`config.mk`:
```
export PLATFORM = sky130hd
export DESIGN_NAME = timer_irq_status
export DESIGN_NICKNAME = d
export VERILOG_FILES = /design/src/rtl/timer_irq_status.sv
export SDC_FILE = /design/constraint.sdc
export NUM_CORES = 1
export LEC_CHECK = 0
export ABC_AREA = 1
export BUFFER_PORTS_ARGS = -buffer_cell sky130_fd_sc_hd__buf_2
export CORE_AREA = 2 2 39 41
export DETAILED_ROUTE_END_ITERATION = 12
export DIE_AREA = 0 0 41 43
export MAX_ROUTING_LAYER = met4
export PLACE_DENSITY = 0.7
export SLEW_MARGIN = 10
export SYNTH_ARGS = -nofsm -noshare
export SYNTH_HDL_FRONTEND = slang
export SYNTH_SLANG_ARGS = --single-unit
```
`constraint.sdc`:
```
create_clock -name clk -period 1.73 [get_ports clk]
set_clock_uncertainty 0.05 [all_clocks]
set_input_delay 0.2595 -clock clk [delete_from_list [all_inputs] [get_ports clk]]
set_output_delay 0.2595 -clock clk [all_outputs]
set_load 0.01 [all_outputs]
```
`src/rtl/timer_irq_status.sv`:
```
// -----------------------------------------------------------------------------
// timer_irq_status
//
// Consumer side of the two OPL2 interval timers. Decodes host writes to
// register 0x04 into per-timer run enables and mask bits, latches timer
// overflow pulses into the FT1/FT2 status flags, drives an active-low IRQ
// and answers host reads of the status register.
//
// Build option:
//   IRQ_CLEAR_ON_READ_EN  - when defined, a status read clears FT1/FT2 after
//                           the read value has been captured. An unmasked
//                           overflow in the read cycle still leaves its flag
//                           set. When undefined, reads have no side effects.
//
// Ports:
//   clk                    system clock
//   reset                  synchronous, active-high reset
//   reg04_wr               one-cycle strobe, host write to register 0x04
//   reg04_data[7:0]        write data: [7]=RST, [6]=MASK1, [5]=MASK2,
//                          [1]=ST2, [0]=ST1, [4:2] ignored
//   timer1_overflow_pulse  one-cycle overflow pulse from timer 1
//   timer2_overflow_pulse  one-cycle overflow pulse from timer 2
//   status_rd              one-cycle strobe, host status read
//   status_data[7:0]       {IRQ, FT1, FT2, STATUS_LOW_BITS}, registered
//   status_valid           one-cycle pulse, status_data was just updated
//   start_timer1           timer 1 run enable (ST1), registered level
//   start_timer2           timer 2 run enable (ST2), registered level
//   irq_n                  active-low interrupt, registered
// -----------------------------------------------------------------------------
module timer_irq_status #(
  parameter logic [4:0] STATUS_LOW_BITS = 5'b00110
) (
  input  logic       clk,
  input  logic       reset,
  input  logic       reg04_wr,
  input  logic [7:0] reg04_data,
  input  logic       timer1_overflow_pulse,
  input  logic       timer2_overflow_pulse,
  input  logic       status_rd,
  output logic [7:0] status_data,
  output logic       status_valid,
  output logic       start_timer1,
  output logic       start_timer2,
  output logic       irq_n
);

  // Next value of a sticky flag: a set always beats a clear in the same
  // cycle, so an overflow arriving together with a clear is never lost.
  function automatic logic flag_next(input logic cur, input logic set,
                                     input logic clr);
    return set | (cur & ~clr);
  endfunction

  // State registers
  logic       ft1_r;
  logic       ft2_r;
  logic       mask1_r;
  logic       mask2_r;
  logic       start1_r;
  logic       start2_r;
  logic [7:0] status_r;
  logic       valid_r;
  logic       irq_n_r;

  // Next-state signals
  logic       wr_rst_s;
  logic       wr_cfg_s;
  logic       set1_s;
  logic       set2_s;
  logic       rd_clr_s;
  logic       ft1_view_s;
  logic       ft2_view_s;
  logic       ft1_nxt_s;
  logic       ft2_nxt_s;
  logic       mask1_nxt_s;
  logic       mask2_nxt_s;
  logic       start1_nxt_s;
  logic       start2_nxt_s;
  logic [7:0] status_nxt_s;
  logic       valid_nxt_s;
  logic       irq_n_nxt_s;

  // Bits 4:2 of register 0x04 carry no function in this block.
  logic       unused_data_s;
  assign unused_data_s = ^reg04_data[4:2];

  // Read-side flag clear, present only in the clear-on-read build.
  always_comb begin
    rd_clr_s = 1'b0;
`ifdef IRQ_CLEAR_ON_READ_EN
    if (status_rd) begin
      rd_clr_s = 1'b1;
    end else begin
      rd_clr_s = 1'b0;
    end
`else
    rd_clr_s = 1'b0;
`endif
  end

  // Register 0x04 decode, flag update, IRQ and status-read next state.
  always_comb begin
    wr_rst_s     = 1'b0;
    wr_cfg_s     = 1'b0;
    mask1_nxt_s  = mask1_r;
    mask2_nxt_s  = mask2_r;
    start1_nxt_s = start1_r;
    start2_nxt_s = start2_r;
    status_nxt_s = status_r;
    valid_nxt_s  = 1'b0;

    if (reg04_wr) begin
      if (reg04_data[7]) begin
        wr_rst_s = 1'b1;
      end else begin
        wr_cfg_s = 1'b1;
      end
    end else begin
      wr_rst_s = 1'b0;
      wr_cfg_s = 1'b0;
    end

    // Overflows are qualified by the mask held before any same-cycle write.
    set1_s = timer1_overflow_pulse & ~mask1_r;
    set2_s = timer2_overflow_pulse & ~mask2_r;

    // Flag values a read in this cycle reports (before any read clear).
    ft1_view_s = flag_next(ft1_r, set1_s, wr_rst_s);
    ft2_view_s = flag_next(ft2_r, set2_s, wr_rst_s);

    // Flag values actually stored, including the optional read clear.
    ft1_nxt_s = flag_next(ft1_r, set1_s, wr_rst_s | rd_clr_s);
    ft2_nxt_s = flag_next(ft2_r, set2_s, wr_rst_s | rd_clr_s);

    irq_n_nxt_s = ~(ft1_nxt_s | ft2_nxt_s);

    if (wr_cfg_s) begin
      mask1_nxt_s  = reg04_data[6];
      mask2_nxt_s  = reg04_data[5];
      start2_nxt_s = reg04_data[1];
      start1_nxt_s = reg04_data[0];
    end else begin
      mask1_nxt_s  = mask1_r;
      mask2_nxt_s  = mask2_r;
      start2_nxt_s = start2_r;
      start1_nxt_s = start1_r;
    end

    if (status_rd) begin
      status_nxt_s = {ft1_view_s | ft2_view_s, ft1_view_s, ft2_view_s,
                      STATUS_LOW_BITS};
      valid_nxt_s  = 1'b1;
    end else begin
      status_nxt_s = status_r;
      valid_nxt_s  = 1'b0;
    end
  end

  // State register bank; reset overrides every other event in the cycle.
  always_ff @(posedge clk) begin
    if (reset) begin
      ft1_r    <= 1'b0;
      ft2_r    <= 1'b0;
      mask1_r  <= 1'b0;
      mask2_r  <= 1'b0;
      start1_r <= 1'b0;
      start2_r <= 1'b0;
      status_r <= {3'b000, STATUS_LOW_BITS};
      valid_r  <= 1'b0;
      irq_n_r  <= 1'b1;
    end else begin
      ft1_r    <= ft1_nxt_s;
      ft2_r    <= ft2_nxt_s;
      mask1_r  <= mask1_nxt_s;
      mask2_r  <= mask2_nxt_s;
      start1_r <= start1_nxt_s;
      start2_r <= start2_nxt_s;
      status_r <= status_nxt_s;
      valid_r  <= valid_nxt_s;
      irq_n_r  <= irq_n_nxt_s;
    end
  end

  assign status_data  = status_r;
  assign status_valid = valid_r;
  assign start_timer1 = start1_r;
  assign start_timer2 = start2_r;
  assign irq_n        = irq_n_r;

endmodule
```
After elaboration in Yosys (flattened, before gate mapping)
Index checks and enable logic that the tools add are counted.
{"block": "op_classes", "mux": 5, "n_bitwise": 11}
{"operator": "$mux W1", "n": 5}
{"operator": "$and A1 B1 Y1", "n": 4}
{"operator": "$not A1 Y1", "n": 4}
{"operator": "$or A1 B1 Y1", "n": 3}
{"block": "word_totals", "register_bits": 11, "inputBits": 14, "output_inout_bits": 12, "word_cells": 25}

Logic depth before layout (Yosys ltp)
Gate-level depths: netlist (run 1).
{"block": "logic_depth", "word_depth": 7, "mapped_depth": 7, "ltp_nobuf": 7}

Worst setup path before layout (run 1)
No wires, ideal clock.
{"block": "synth_timing", "kind": "input to register", "startpoint": "input reg04_wr", "endpoint": "register mask1_r", "setup_time_ps": 119, "t_arrival_ps": 632, "t_required_ps": 1561, "setup_slack_ps": 929, "path_stages": 5, "n_path_buf": 0, "path_cell_list": "inv_1 > nor2_2 > inv_2 > o21ai_0 > a21oi_1"}
{"block": "synth_between", "elab_chain_len": 1}
{"element": "start: declaration", "line": "35", "source": "input logic reg04_wr,"}
{"element": "$mux W1", "line": "112", "source": "if (reg04_wr) begin"}
{"element": "end signal: assignment", "line": "174", "source": "mask1_r <= mask1_nxt_s;"}
{"element": "end: declaration", "line": "57", "source": "logic mask1_r;"}
No other way between the ends.
A chain may end at the register's enable or synchronous reset.

Worst setup path after layout (run 1)
{"block": "layout_timing", "startpoint": "register start2_r (netlist: start_timer2)", "endpoint": "output start_timer2"}
{"element": "start: declaration", "line": "60", "source": "logic start2_r;"}
{"element": "start signal: assignment", "line": "177", "source": "start2_r <= start2_nxt_s;"}
{"element": "end: declaration", "line": "43", "source": "output logic start_timer2,"}
No word-level cell between the ends.

==> impl_summary.md, run 1 <==
Floorplan
The die is 43 um tall. The die width is 41 um. The die covers 1760 um^2.

In this run the count of I/O pins placed on the die edge is 26. The initial core utilization is 30.7%. In this run the standard cell core region covers 1380 um^2. The number of core rows is 14.

GRT
Entering global routing, the biggest net connects 7 pins. The overall routing resource usage is 11.0%. The number of antenna violations at the first check in global routing is 0. The number of global-route vias before repair was 327.

The global-route wire length before repair is 1210 um. The overflow left after global routing is 0.

Clocking
In this run the number of H-tree levels came out at 1. The master cell of the clock root buffer is sky130_fd_sc_hd__clkbuf_4. The buffer levels on the longest clock path is 2. Clock-pin slew was measured on the worst setup and hold paths at 0.07 ns. The clock tree from TritonCTS is built. The number of resized instances in the post-cts repair step is 0. In this run, CTS created clock tree buffers numbering 3. Buffers inserted to repair hold after CTS numbered 0.

The clock net sink count is 11. The total setup buffers inserted after CTS is 0. The worst-skew pair later-pin latency is 0.26 ns.

Yosys
The number of warning messages in the yosys log is 0. The number of instances in the synthesized netlist is 56. The sequential-to-total area share from yosys stat is 51.9%.

The most common cell in the netlist is sky130_fd_sc_hd__nand2_1. After synthesis, the largest area contributor takes up 51.9% of total cell area. Synthesis instantiated 11 different standard cells from the library.

The total standard cell area after synthesis is 424 um^2. For this run, asynchronously set or reset flops after synthesis account for 0%. The biggest area contributor in the post-synthesis netlist is sky130_fd_sc_hd__dfxtp_1. In this run, synthesis produced a sequential element count of 11. The commonest cells after synthesis are sky130_fd_sc_hd__nand2_1, sky130_fd_sc_hd__dfxtp_1, sky130_fd_sc_hd__a21oi_1, sky130_fd_sc_hd__inv_1, sky130_fd_sc_hd__nor2_1.

The most used flip-flop cell after synthesis is sky130_fd_sc_hd__dfxtp_1. Averaged over all synthesized cells, the footprint is 7.57 um^2. The number of flops mapped to enable cells by yosys is 0. After synthesis, the cell types taking the most area are sky130_fd_sc_hd__dfxtp_1, sky130_fd_sc_hd__nand2_1, sky130_fd_sc_hd__buf_4.

Layout
The number of diodes added for antenna fixing is 0. The final layout contains 90 nets. In the final layout, the share of cells above drive strength 1 is 29.3%. Relative to the synthesized area, the layout overhead comes to 24.8%. With fillers left out, the area of the finished cells amounts to 529 um^2.

Timing
The shortest clock period the worst path allows after layout is 1.04 ns. Setup repair after global routing left no endpoint under its margin. The period utilization is 60.0%.

For this run, the top clock speed supported by timing is 0.963 GHz. The hold violation total from the final report was 0. The total negative slack is 0 ns. The final count of pins violating max slew was 0. Across all setup checks in the final design, the least slack found is 0.692 ns. Setup violations remaining at the end of the flow were counted as 0.

Worst setup path
The maximum single-stage delay on the critical path is 0.33 ns. The cell type of the slowest stage on the worst timing path is sky130_fd_sc_hd__dfxtp_1. The worst setup path category is register to output pin. The worst register-to-register path ends at status_data[7]. The data arrival time of the worst path is 0.73 ns. Walking the worst path, the cells encountered are buf_2. The kind of capture point of the worst setup path is an output pin. The launching element type of the critical path is a register. The launch instance of the worst register-to-register path is mask1_r. The kind of cell with the highest combined delay on the critical path is flip-flops. The combined buffer and inverter count along the critical path is 1. The data required time of the worst path is 1.42 ns. The highest fanout seen on the critical path is 2. The number of cells on the worst reg-to-reg path is 7. The worst register-to-register path has a setup slack of 0.86 ns.

Hold path
The end point of the worst hold path is start_timer2. The instance count along the most critical hold path is 3. The worst hold path begins at reg04_data[1]. The min-delay analysis places its worst path in the category input port to register.

Drt
The routed length per instance is 8.15 um. The detailed-route via count is 374. The count of TritonRoute iterations in the first routing pass is 2.

The number of nets with antenna violations after routing is 0. The post-detailed-routing wire length is 742 um. The initial detailed-routing violation count is 3. In the routed design, unresolved DRC markers number 0.

After detailed routing, the number of vias per cell comes to 4.11.

Power
The analysis attributes to cell leakage a power of 0.000288 uW. The maximum ir drop on the vdd rail is 0.000384 V. The ratio of total power to cell area is 991 nW/um^2.

Placed design
The routability congestion estimate from global placement is 0.733. Timing analysis after detailed placement gives a worst setup slack of 0.772 ns. During placement, the flow inserted port buffers numbering 17. The half-perimeter wire length after placement is 601 um. In this run the cell area measured after placement is 503 um^2.

Run status
The run finished with clean final reports.

Job
Max-cap violations in this run came to 0.
how the worst max path moves through the flow:
stage	from	endpoint	depth (start not counted)
2_1_floorplan	reg04_wr	mask1_r	5
3_3_place_gp	reg04_data[7]	status_data[7]	8
3_5_place_dp	reg04_data[7]	status_data[7]	8
4_1_cts	status_data[5]	status_data[5]	1
5_1_grt	start_timer2	start_timer2	1
6_report	start_timer2	start_timer2	1
cell families after synthesis:
kind of cell           Yosys count  share of synthesized area, %
other                            2                          1.77
AOI/OAI and AO/OA               10                          11.8
buffers and inverters           12                          15.0
DFF                             11                          51.9
and+or+nand+nor                 21                          19.5
layout by cell type, fill, tap and decap left out, types with 3 or more instances in the layout:
master,instances
sky130_fd_sc_hd__buf_2,17
sky130_fd_sc_hd__nand2_1,13
sky130_fd_sc_hd__dfxtp_1,11
sky130_fd_sc_hd__inv_1,6
sky130_fd_sc_hd__a21oi_1,6
sky130_fd_sc_hd__nor2_1,6
sky130_fd_sc_hd__conb_1,5
sky130_fd_sc_hd__o21ai_0,4
sky130_fd_sc_hd__clkbuf_4,3
layout make-up:
cell class                      count  area (um^2)
Fill cell                         153          855
Sequential cell                    11          220
Multi-Input combinational cell     36          151
Timing Repair Buffer               17         85.1
Clock buffer                        4         26.3
Inverter                            7         26.3
Tap cell                           16         20.0
metrics by stage:
stage | util [%] | cells | total power (uW) | hold WS, ns
finish | 38.2 | 91 | 525 | 0.169
global route | 38.2 | 91 | 550 | 0.180
CTS | 38.2 | 91 | 528 | 0.163
detailed placement | 36.3 | 87 | 358 | 0.401
global placement | 36.3 | 87 | 356 | 0.388
floorplan | - | 59 | 335 | 0.279
routing by layer:
layer  GRT usage, %  part of all wire [%]  vias to the layer above
met4           10.0                   3.1                        0
met3           3.14                    11                        3
li1               -                     -                      200
met1           13.8                    45                      151
met5              -                     0                        -
met2           13.4                    42                       20
registers in the layout, summed over array words and instances (netlist names):
signal	cells
status_data	3
ft1_r	1
ft2_r	1
irq_n	1
mask1_r	1
mask2_r	1
start_timer1	1
start_timer2	1
status_valid	1
worst register-to-register path, cell delays in order (launching register included):
cell and delay (ns):
sky130_fd_sc_hd__dfxtp_1 0.31, sky130_fd_sc_hd__inv_1 0.04, sky130_fd_sc_hd__nand2_1 0.07, sky130_fd_sc_hd__nand2_1 0.06, sky130_fd_sc_hd__nand2_1 0.07, sky130_fd_sc_hd__nand3_1 0.08, sky130_fd_sc_hd__nand2_1 0.06, sky130_fd_sc_hd__inv_1 0.03
report_power, final:
part	leakage, uW	switching (uW)	internal [uW]	total, uW
Clock	0.0000150	83.5	89.3	173
Combinational	0.000181	43.6	29.4	73.0
Sequential	0.0000913	6.23	273	279
Total	0.000288	133	391	525
Power figures use the tool's default switching activity.
==> run 2, diff against run 1 <==
--- a/config.mk
+++ b/config.mk
@@ -11,7 +11,7 @@
 export DETAILED_ROUTE_END_ITERATION = 12
 export DIE_AREA = 0 0 41 43
 export MAX_ROUTING_LAYER = met4
-export PLACE_DENSITY = 0.7
+export PLACE_DENSITY = 0.73
 export SLEW_MARGIN = 10
 export SYNTH_ARGS = -nofsm -noshare
 export SYNTH_HDL_FRONTEND = slang
==> constraint.sdc (replaced) <==
create_clock -name clk -period 0.9 [get_ports clk]
set_clock_uncertainty 0.05 [all_clocks]
set_input_delay 0.135 -clock clk [delete_from_list [all_inputs] [get_ports clk]]
set_output_delay 0.135 -clock clk [all_outputs]
set_load 0.01 [all_outputs]
==> impl_summary.md, run 2 (synthesis results as in run 1) <==
Timing
The final setup violation count is 0 (unchanged). Setup repair after global routing could not meet its margin everywhere. The final count of pins violating max slew is 0 (unchanged).

Static timing analysis puts the maximum clock frequency at 1.11 GHz. The shortest clock period the worst path allows after layout is 0.898 ns. The hold violation total from the final report is 0 (unchanged). The period utilization is 99.8%. The total negative slack is 0 ns (unchanged).

Floorplan
The placeable core region is 1380 um^2 (unchanged). The initial core utilization is 30.7% (unchanged). The die width is 41 um (unchanged). The height of the die is 43 um (unchanged). The full die area came to 1760 um^2 (unchanged).

The number of core rows is 14 (unchanged). The count of pins on the block boundary is 26 (unchanged).

GRT
The overall routing resource usage is 12.0% (+1.0 points). The maximum number of pins on one net before global-route repair is 8 (+1). The number of global-route vias before repair came to 351 (+7.3%).

The global-route wire length before repair is 1360 um (+13%). The overflow left after global routing came to 0 (unchanged). The number of antenna violations at the first check in global routing came to 0 (unchanged).

Drt
The number of nets with antenna violations after routing is 0 (unchanged). The detailed-route DRC error count is 0 (unchanged). The detailed-route via count is 399 (+6.7%).

The post-detailed-routing wire length was 887 um (+20%). The count of TritonRoute iterations in the first routing pass is 4 (+2). The routed length per instance came to 9.54 um (+17%). The ratio of routed vias to standard cells is 4.29 (+4.4%). The initial detailed-routing violation count was 7 (+4).

Placed design
The routability congestion estimate from global placement is 0.664 (-9.3%). The half-perimeter wire length after placement is 639 um (+6.3%). The count of buffers from port buffering is 17 (unchanged).

Layout
The layout filler cell count was 145 (-5.2%). The number of flip-flops under the largest register name is 3 (unchanged). The utilization of the core after routing is 44.0% (+5.8 points). In the layout the commonest cells are sky130_fd_sc_hd__buf_2, sky130_fd_sc_hd__nand2_1, sky130_fd_sc_hd__dfxtp_2. The commonest non-fill, non-tap cell in the layout is sky130_fd_sc_hd__buf_2. From synthesis to final layout, the design area changed by 43.7%. The share of final-layout standard cells stronger than drive strength 1 is 50.6% (+21 points).

The number of diodes added for antenna fixing is 0 (unchanged). The total number of nets in the final design was 92 (+2.2%).

Power
The reported leakage power is 0.000314 uW (+9.0%). The maximum ir drop on the vdd rail is 0.00104 V (+170%). The ratio of total power to cell area came to 1750 nW/um^2 (+76%). The total power of the final layout is 1060 uW (+100%).

Clocking
The clock transition at the registers of the reported paths is 0.07 ns (about the same). The clock net sink count is 11 (unchanged). The level count of the clock H-tree is 1 (unchanged).

The buffer levels on the longest clock path is 2 (unchanged). The worst-skew pair later-pin latency is 0.27 ns (about the same). The clock tree from TritonCTS is built. The master cell of the clock root buffer is sky130_fd_sc_hd__clkbuf_4.

The clock buffer count from CTS is 3 (unchanged).

Worst setup path
The data arrival time of the worst path is 0.71 ns (-0.02 ns). The worst setup path is launched from a register. The data required time of the worst path came to 0.71 ns (-0.71 ns). The combined buffer and inverter count along the critical path came to 1 (unchanged). The highest fanout seen on the critical path came to 2 (unchanged).

The worst setup path category is register to output pin. On the critical path, the stage with the largest delay is an instance of sky130_fd_sc_hd__dfxtp_2. The kind of capture point of the worst setup path is an output pin. Traced cell by cell, the critical path runs through buf_6.

The maximum single-stage delay on the critical path is 0.33 ns (about the same). The kind of cell with the highest combined delay along the critical path is flip-flops.

Hold path
The worst min-delay path class is input port to register.

Run status
The flow ran to the end, and the final reports show no timing, DRC or antenna violations.

Job
The number of max-capacitance violations reported is 0 (unchanged).
==> run 2: cell types whose count changed in the layout (fill, tap and decap cells not counted), sizes merged <==
cell    delta
buf        +2
clkbuf     -1
clkinv     +1
==> run 2: report_power, final <==
| part | internal [uW] | total [uW] | leakage (uW) | switching, uW |
|---|---|---|---|---|
| Clock | 165 | 331 | 0.0000177 | 167 |
| Sequential | 529 | 546 | 0.0000936 | 17.7 |
| Combinational | 90.0 | 187 | 0.000202 | 96.9 |
| Total | 783 | 1060 | 0.000314 | 281 |
==> run 2: worst paths after layout <==
check | startpoint | to | slack, ns | cells past startpoint
setup / recovery | start_timer1 | start_timer1 | 0.002 | 1
hold / removal | reset | status_data[6] | 0.04 | 2
setup reg to reg | mask1_r | status_data[7] | 0.01 | 7
hold reg to reg | mask1_r | mask1_r | 0.41 | 2
==> run 2: worst register-to-register path: cells and delay by family (launching register included) <==
kind                   cells  cell delay [ns]
flip-flops                 1             0.31
AND/OR/NAND/NOR            5             0.34
buffers and inverters      2             0.09
==> run 2: cell type report <==
cell class	count	area (um^2)	area share, %
clock inverters	1	5.00	0.821
multi-input cells	36	169	27.7
well taps	16	20.0	3.29
inverters	7	26.3	4.31
clock buffers	3	22.5	3.70
repair buffers	19	138	22.6
flip-flops and latches	11	229	37.6
==> run 2: layer usage <==
metal	vias to the layer above	GRT usage, %	routed length [um]
li1	203	-	-
met1	172	14.4	346
met2	19	15.9	441
met3	5	6.28	81
met4	0	6.00	18
met5	-	-	0
==> run 2: timing repair <==
item,4_1_cts,5_1_grt
hold buffers,0,0
gates resized for setup,10,10
pin swaps,0,6
buffers inserted,1,1
gates cloned,0,0
endpoints found under the setup margin,5,10
==> run 2: stage by stage <==
stage,instance area [um^2],cells,setup slack (ns),hold WS [ns]
2_1_floorplan,435,59,0.104,0.154
3_3_place_gp,503,87,0.0505,0.311
3_5_place_dp,503,87,0.0249,0.331
4_1_cts,576,92,-0.00847,0.0310
5_1_grt,609,93,-0.0365,0.0526
6_report,609,93,0.00198,0.0362
